**src/rtl/mem_access_unit.sv**
```systemverilog
// Load/store sequencer between CPU datapath and a byte-addressed word Memory.
// Sub-word stores are done as read-modify-write of the containing aligned word.
module mem_access_unit #(
  parameter int MEM_BYTES = 1024
) (
  input  logic        clk,
  input  logic        rst_n,
  input  logic        req,
  input  logic        we,
  input  logic [1:0]  size,
  input  logic        sign_ext,
  input  logic [31:0] addr,
  input  logic [31:0] wdata,
  output logic        ready,
  output logic [31:0] rdata,
  output logic        err,
  output logic [1:0]  err_code,
  output logic        MemRd,
  output logic        MemWr,
  output logic [31:0] mem_addr,
  output logic [31:0] mem_wdata,
  input  logic [31:0] mem_rdata
);

  typedef enum logic [1:0] {IDLE, RD, WR, RESP} state_t;

  state_t      state_q, state_d;
  logic        we_q, we_d;
  logic [1:0]  size_q, size_d;
  logic        sext_q, sext_d;
  logic [1:0]  lane_q, lane_d;
  logic [15:0] wdata_q, wdata_d;
  logic [1:0]  code_q, code_d;
  logic        ready_q, ready_d;
  logic        err_q, err_d;
  logic [1:0]  err_code_q, err_code_d;
  logic [31:0] rdata_q, rdata_d;
  logic        memrd_q, memrd_d;
  logic        memwr_q, memwr_d;
  logic [31:0] mem_addr_q, mem_addr_d;
  logic [31:0] mem_wdata_q, mem_wdata_d;

  function automatic logic [1:0] req_check(input logic [1:0] sz, input logic [31:0] a);
    if (sz == 2'b11)
      return 2'b11;
    if ((sz == 2'b01 && a[0]) || (sz == 2'b10 && a[1:0] != 2'b00))
      return 2'b01;
    if (({1'b0, a[31:2], 2'b00} + 33'd3) >= 33'(MEM_BYTES))
      return 2'b10;
    return 2'b00;
  endfunction

  // Little-endian lane select followed by sign/zero extension.
  function automatic logic [31:0] load_extract(input logic [31:0] word, input logic [1:0] sz,
                                               input logic [1:0] lane, input logic sx);
    logic [7:0]  b;
    logic [15:0] h;
    b = word[{lane, 3'b000} +: 8];
    h = word[{lane[1], 4'b0000} +: 16];
    case (sz)
      2'b00:   return sx ? {{24{b[7]}}, b} : {24'h0, b};
      2'b01:   return sx ? {{16{h[15]}}, h} : {16'h0, h};
      default: return word;
    endcase
  endfunction

  function automatic logic [31:0] store_merge(input logic [31:0] word, input logic [1:0] sz,
                                              input logic [1:0] lane, input logic [15:0] wd);
    logic [31:0] m;
    m = word;
    if (sz == 2'b00)
      m[{lane, 3'b000} +: 8] = wd[7:0];
    else
      m[{lane[1], 4'b0000} +: 16] = wd;
    return m;
  endfunction

  always_comb begin
    state_d     = state_q;
    we_d        = we_q;
    size_d      = size_q;
    sext_d      = sext_q;
    lane_d      = lane_q;
    wdata_d     = wdata_q;
    code_d      = code_q;
    rdata_d     = rdata_q;
    mem_addr_d  = mem_addr_q;
    mem_wdata_d = mem_wdata_q;

    case (state_q)
      IDLE: begin
        if (req) begin
          we_d       = we;
          size_d     = size;
          sext_d     = sign_ext;
          lane_d     = addr[1:0];
          wdata_d    = wdata[15:0];
          code_d     = req_check(size, addr);
          mem_addr_d = {addr[31:2], 2'b00};
          if (code_d != 2'b00) begin
            state_d = RESP;
          end else if (we && size == 2'b10) begin
            state_d     = WR;
            mem_wdata_d = wdata;
          end else begin
            state_d = RD;
          end
        end
      end
      RD: begin
        // The fetched word is consumed at this edge, either merged or extracted.
        if (we_q) begin
          state_d     = WR;
          mem_wdata_d = store_merge(mem_rdata, size_q, lane_q, wdata_q);
        end else begin
          state_d = RESP;
          rdata_d = load_extract(mem_rdata, size_q, lane_q, sext_q);
        end
      end
      WR:      state_d = RESP;
      default: state_d = IDLE;
    endcase

    memrd_d    = (state_d == RD);
    memwr_d    = (state_d == WR);
    ready_d    = (state_d == RESP);
    err_d      = ready_d && (code_d != 2'b00);
    err_code_d = ready_d ? code_d : 2'b00;
  end

  always_ff @(posedge clk or negedge rst_n) begin
    if (!rst_n) begin
      state_q     <= IDLE;
      we_q        <= 1'b0;
      size_q      <= 2'b00;
      sext_q      <= 1'b0;
      lane_q      <= 2'b00;
      wdata_q     <= 16'h0;
      code_q      <= 2'b00;
      ready_q     <= 1'b0;
      err_q       <= 1'b0;
      err_code_q  <= 2'b00;
      rdata_q     <= 32'h0;
      memrd_q     <= 1'b0;
      memwr_q     <= 1'b0;
      mem_addr_q  <= 32'h0;
      mem_wdata_q <= 32'h0;
    end else begin
      state_q     <= state_d;
      we_q        <= we_d;
      size_q      <= size_d;
      sext_q      <= sext_d;
      lane_q      <= lane_d;
      wdata_q     <= wdata_d;
      code_q      <= code_d;
      ready_q     <= ready_d;
      err_q       <= err_d;
      err_code_q  <= err_code_d;
      rdata_q     <= rdata_d;
      memrd_q     <= memrd_d;
      memwr_q     <= memwr_d;
      mem_addr_q  <= mem_addr_d;
      mem_wdata_q <= mem_wdata_d;
    end
  end

  assign ready     = ready_q;
  assign err       = err_q;
  assign err_code  = err_code_q;
  assign rdata     = rdata_q;
  assign MemRd     = memrd_q;
  assign MemWr     = memwr_q;
  assign mem_addr  = mem_addr_q;
  assign mem_wdata = mem_wdata_q;

endmodule

```
**config.mk**
```make
export PLATFORM = sky130hd
export DESIGN_NAME = mem_access_unit
export DESIGN_NICKNAME = d
export VERILOG_FILES = /design/src/rtl/mem_access_unit.sv
export SDC_FILE = /design/constraint.sdc
export NUM_CORES = 1
export LEC_CHECK = 0
export ABC_CLOCK_PERIOD_IN_PS = 2500
export CORE_MARGIN = 3
export CORE_UTILIZATION = 50
export CTS_BUF_LIST = sky130_fd_sc_hd__clkbuf_8 sky130_fd_sc_hd__clkbuf_16
export CTS_CLUSTER_SIZE = 12
export DETAILED_ROUTE_END_ITERATION = 6
export DONT_BUFFER_PORTS = 1
export HOLD_SLACK_MARGIN = 0.08
export PLACE_DENSITY = 0.68
export SYNTH_ARGS = -nofsm -noshare
export SYNTH_HDL_FRONTEND = slang
export SYNTH_SLANG_ARGS = --single-unit
```
**constraint.sdc**
```tcl
create_clock -name clk -period 2.5 [get_ports clk]
set_clock_uncertainty 0.1 [all_clocks]
set_input_delay 0.375 -clock clk [delete_from_list [all_inputs] [get_ports clk]]
set_output_delay 0.375 -clock clk [all_outputs]
set_load 0.03 [all_outputs]
```
==> impl_metrics.env <==
export IMPL_crit_path_end="rdata[8]"
export IMPL_cp_num_buf_inv=2
export IMPL_insertedDiodeCount=0
export IMPL_multi_input_area_um2=3119
export IMPL_synth_sequential_area_ratio_pct=48.40
export IMPL_clk_pin_slew_worst_paths_ps=60
export IMPL_htreeDepth=4
export IMPL_num_rows=41
export IMPL_p_clk_share_pct=18.5
export IMPL_critical_path_reg2reg_startpoint="lane_q[1]"
export IMPL_slew_headroom_pct=53.11
export IMPL_reg2reg_setup_slack_ps=180
export IMPL_avgViaCountPerCell=6.197
export IMPL_clock_tree_buffer_depth=2
export IMPL_initial_core_util_pct=51.42
export IMPL_design_area_um2=8008
export IMPL_timing_hold_violations_final=126
export IMPL_regToRegEndpoint="rdata[8]"
export IMPL_grt_use_met3_pct=10.23
export IMPL_layout_nets=773
export IMPL_numClockSinks=126
export IMPL_timing_worst_slew_pin_value_ps=694.5
export IMPL_totalNegativeSetupSlack_ps=0
export IMPL_power_density_nw_per_um2=1538
export IMPL_netlist_area_um2=6515
export IMPL_crit_path_top_delay_cell="mux4_2"
export IMPL_initial_antenna_violation_count=0
export IMPL_hpwl_um=13360
export IMPL_run_status="finished with violations"
export IMPL_die_h_um=120.2
export IMPL_cts_made_buffers=17
export IMPL_first_iter_violations=447
export IMPL_fillers=1044
export IMPL_fin_worst_hold_slack_ps=-440.7
export IMPL_fraction_of_the_cycle_the_final_worst_path_needs_pct=92.68
export IMPL_route_final_wire_length_um=19510
export IMPL_failed_checks="negative hold slack"
export IMPL_grt_start_max_net_pins=127
export IMPL_p_switching_mw=5.681
export IMPL_worstPathArrival_ps=2480
export IMPL_post_route_drc_count=0
export IMPL_synthDominantCellAreaShare_pct=48.40
export IMPL_syn_avg_cell_area_um2=11.08
export IMPL_power_sequential_fraction_pct=45.6
export IMPL_layer_carrying_the_most_global_route_usage="met2"
export IMPL_rsz_0062_raised_after_global_routing="no"
export IMPL_async_flop_share_pct=100.0
export IMPL_clock_tree_root_cell="clkbuf_16"
export IMPL_cells_along_the_critical_path="buf_4, mux4_2, nand2_1, inv_1, a211oi_2, a21oi_1"
export IMPL_worst_r2r_cell_count=6
export IMPL_drt_pass1_iter_count=5
export IMPL_area_sequential_um2=3153
export IMPL_drtAntennaViolNets=0
export IMPL_clkLatencyLatePin_ps=410
export IMPL_synth_edff_count=0
export IMPL_path_delay_family="compound AO/OA/AOI/OAI gates"
export IMPL_overflow=0
export IMPL_crit_path_end_kind="flip-flop"
export IMPL_placeable_area_um2=12670
export IMPL_switching_share_pct=46.11
export IMPL_max_stage_delay_ps=510
export IMPL_ys_warnings_count=0
export IMPL_final_layout_size_suffix_gt1_share_pct=24.63
export IMPL_max_cap_check_violation_count=0
export IMPL_gr_usage_met1_pct=32.32
export IMPL_cts_tree="done"
export IMPL_cts_hold_buf=75
export IMPL_port_buffers=0
export IMPL_synth_ff_latch_count=126
export IMPL_synthFlopType="dfrtp_1"
export IMPL_gp_routability_congestion=0.8569
export IMPL_main_area_contributors_after_synthesis="dfrtp_1, mux2_2, mux2_4"
export IMPL_floorplan_io_pins=205
export IMPL_timing_final_crit_period_ps=2317
export IMPL_setup_worst_path_class="flip-flop to flip-flop"
export IMPL_synth_cell_types=49
export IMPL_power_leakage_nw=3.486
export IMPL_areaGrowthSynthToFinish_pct=22.91
export IMPL_worstSetupPathDepth=6
export IMPL_hold_path_class="primary input to asynchronous set/reset pin"
export IMPL_crit_path_max_fanout=12
export IMPL_grtUsageTotal_pct=27.38
export IMPL_dpl_instance_area_um2=6704
export IMPL_post_cts_setup_buffer_count=0
export IMPL_layout_common_cells="dfrtp_1, dlygate4sd3_1, mux2_2"
export IMPL_wire_per_inst_um=23.06
export IMPL_grt_first_pass_wirelength_um=30500
export IMPL_synth_area_leader_cell="dfrtp_1"
export IMPL_most_frequent_standard_cell_in_the_layout_excluding_fill_and_tap_cells="dfrtp_1"
export IMPL_utilization_pct=63.20
export IMPL_timing_max_transition_violations_final=0
export IMPL_crit_path_start_kind="flip-flop"
export IMPL_power_ir_vdd_worst_mv=0.8291
export IMPL_cell_internal_power_mw=6.639
export IMPL_timing_fmax_ghz=0.4316
export IMPL_die_width_um=120.2
export IMPL_cp_data_required_time_ps=2660
export IMPL_grt_met2_usage_pct=44.96
export IMPL_share_comb_of_total_power_pct=35.8
export IMPL_syn_instance_count=588
export IMPL_design_die_area_um2=14440
export IMPL_route_vias_total=5243
export IMPL_grt_pass1_vias=5464
export IMPL_worst_setup_path_startpoint="lane_q[1]"
export IMPL_finalSetupViolCount=0
==> layer usage <==
| metal | wire length [um] | up-vias |
|---|---|---|
| li1 | - | 2319 |
| met1 | 7055 | 2585 |
| met2 | 9724 | 302 |
| met3 | 2235 | 37 |
| met4 | 491 | 0 |
| met5 | 0 | - |
==> how the worst min path moves through the flow <==
stage / from / slack [ps] / to / cells after the start
6_report: rst_n / -440 / rdata[30] / 0
3_5_place_dp: rst_n / -20 / rdata[30] / 0
2_1_floorplan: rst_n / -20 / MemRd / 0
5_1_grt: rst_n / -460 / rdata[30] / 0
4_1_cts: rst_n / -460 / mem_wdata[21] / 0
3_3_place_gp: rst_n / -20 / rdata[30] / 0
==> cell usage after synthesis (8+ instances only) <==
cell	n
mux2_2	71
nor2_1	42
o21ai_0	43
a21oi_1	44
nand2_1	42
a221oi_1	18
a22o_1	8
dfrtp_1	126
clkbuf_1	24
a22oi_1	16
inv_1	23
mux2_4	30
ha_1	9
o22ai_1	23
==> state kept, by name, indices dropped and copies added, names as in the netlist <==
name       cells
size_q         2
mem_wdata     32
err_code       2
state_q        2
mem_addr      30
MemRd          1
MemWr          1
ready          1
rdata         32
lane_q         2
we_q           1
code_q         2
err            1
sext_q         1
wdata_q       16
==> final cells by class <==
type                            instances  area share, %
Timing Repair Buffer                   90          10.94
Clock inverter                         15          1.563
Tap cell                              172          2.687
Clock buffer                           17          5.313
Sequential cell                       126          39.37
Inverter                               25          1.172
Multi-Input combinational cell        401          38.95
==> per-stage QoR <==
stage | std cells | hold WS, ps | total power [mW] | worst slack [ps]
after floorplan | 589 | -20.59 | 8.812 | 22.66
after global placement | 739 | -16.00 | 9.702 | 335.0
after detailed placement | 739 | -17.49 | 9.912 | 201.6
after CTS | 846 | -460.1 | 12.31 | 184.1
after global routing | 846 | -460.9 | 13.03 | 19.57
final | 846 | -440.7 | 12.32 | 183.0
==> kinds of logic after synthesis <==
kind of cell / count (synthesis) / share of synthesized area, %
mux: 102 / 19.53
other cells: 1 / 0.05756
flops: 126 / 48.40
buf+inv: 62 / 4.129
fa+ha+maj: 9 / 1.728
simple gates: 108 / 8.047
compound gates: 180 / 18.11
==> power by group through the flow <==
| stage | clock network [mW] | logic, mW | registers [mW] |
|---|---|---|---|
| 2_1_floorplan | 0 | 3.53 | 5.28 |
| 3_3_place_gp | 0 | 4.10 | 5.60 |
| 3_5_place_dp | 0 | 4.28 | 5.63 |
| 4_1_cts | 2.32 | 4.39 | 5.61 |
| 5_1_grt | 2.42 | 4.87 | 5.74 |
| 6_report | 2.28 | 4.42 | 5.62 |
==> worst register-to-register path: cells and delay by family (launching register included) <==
family,cells,cell delay [ps]
buffers and inverters,2,320
AND/OR/NAND/NOR,1,130
multiplexers,1,510
flip-flops,1,450
AO/OA/AOI/OAI,2,660
==> what timing repair did <==
item,in CTS,in global routing
hold endpoints to repair,201,126
gates resized for setup,0,1
setup endpoints to repair,0,2
(Power assumes the default switching activity.)
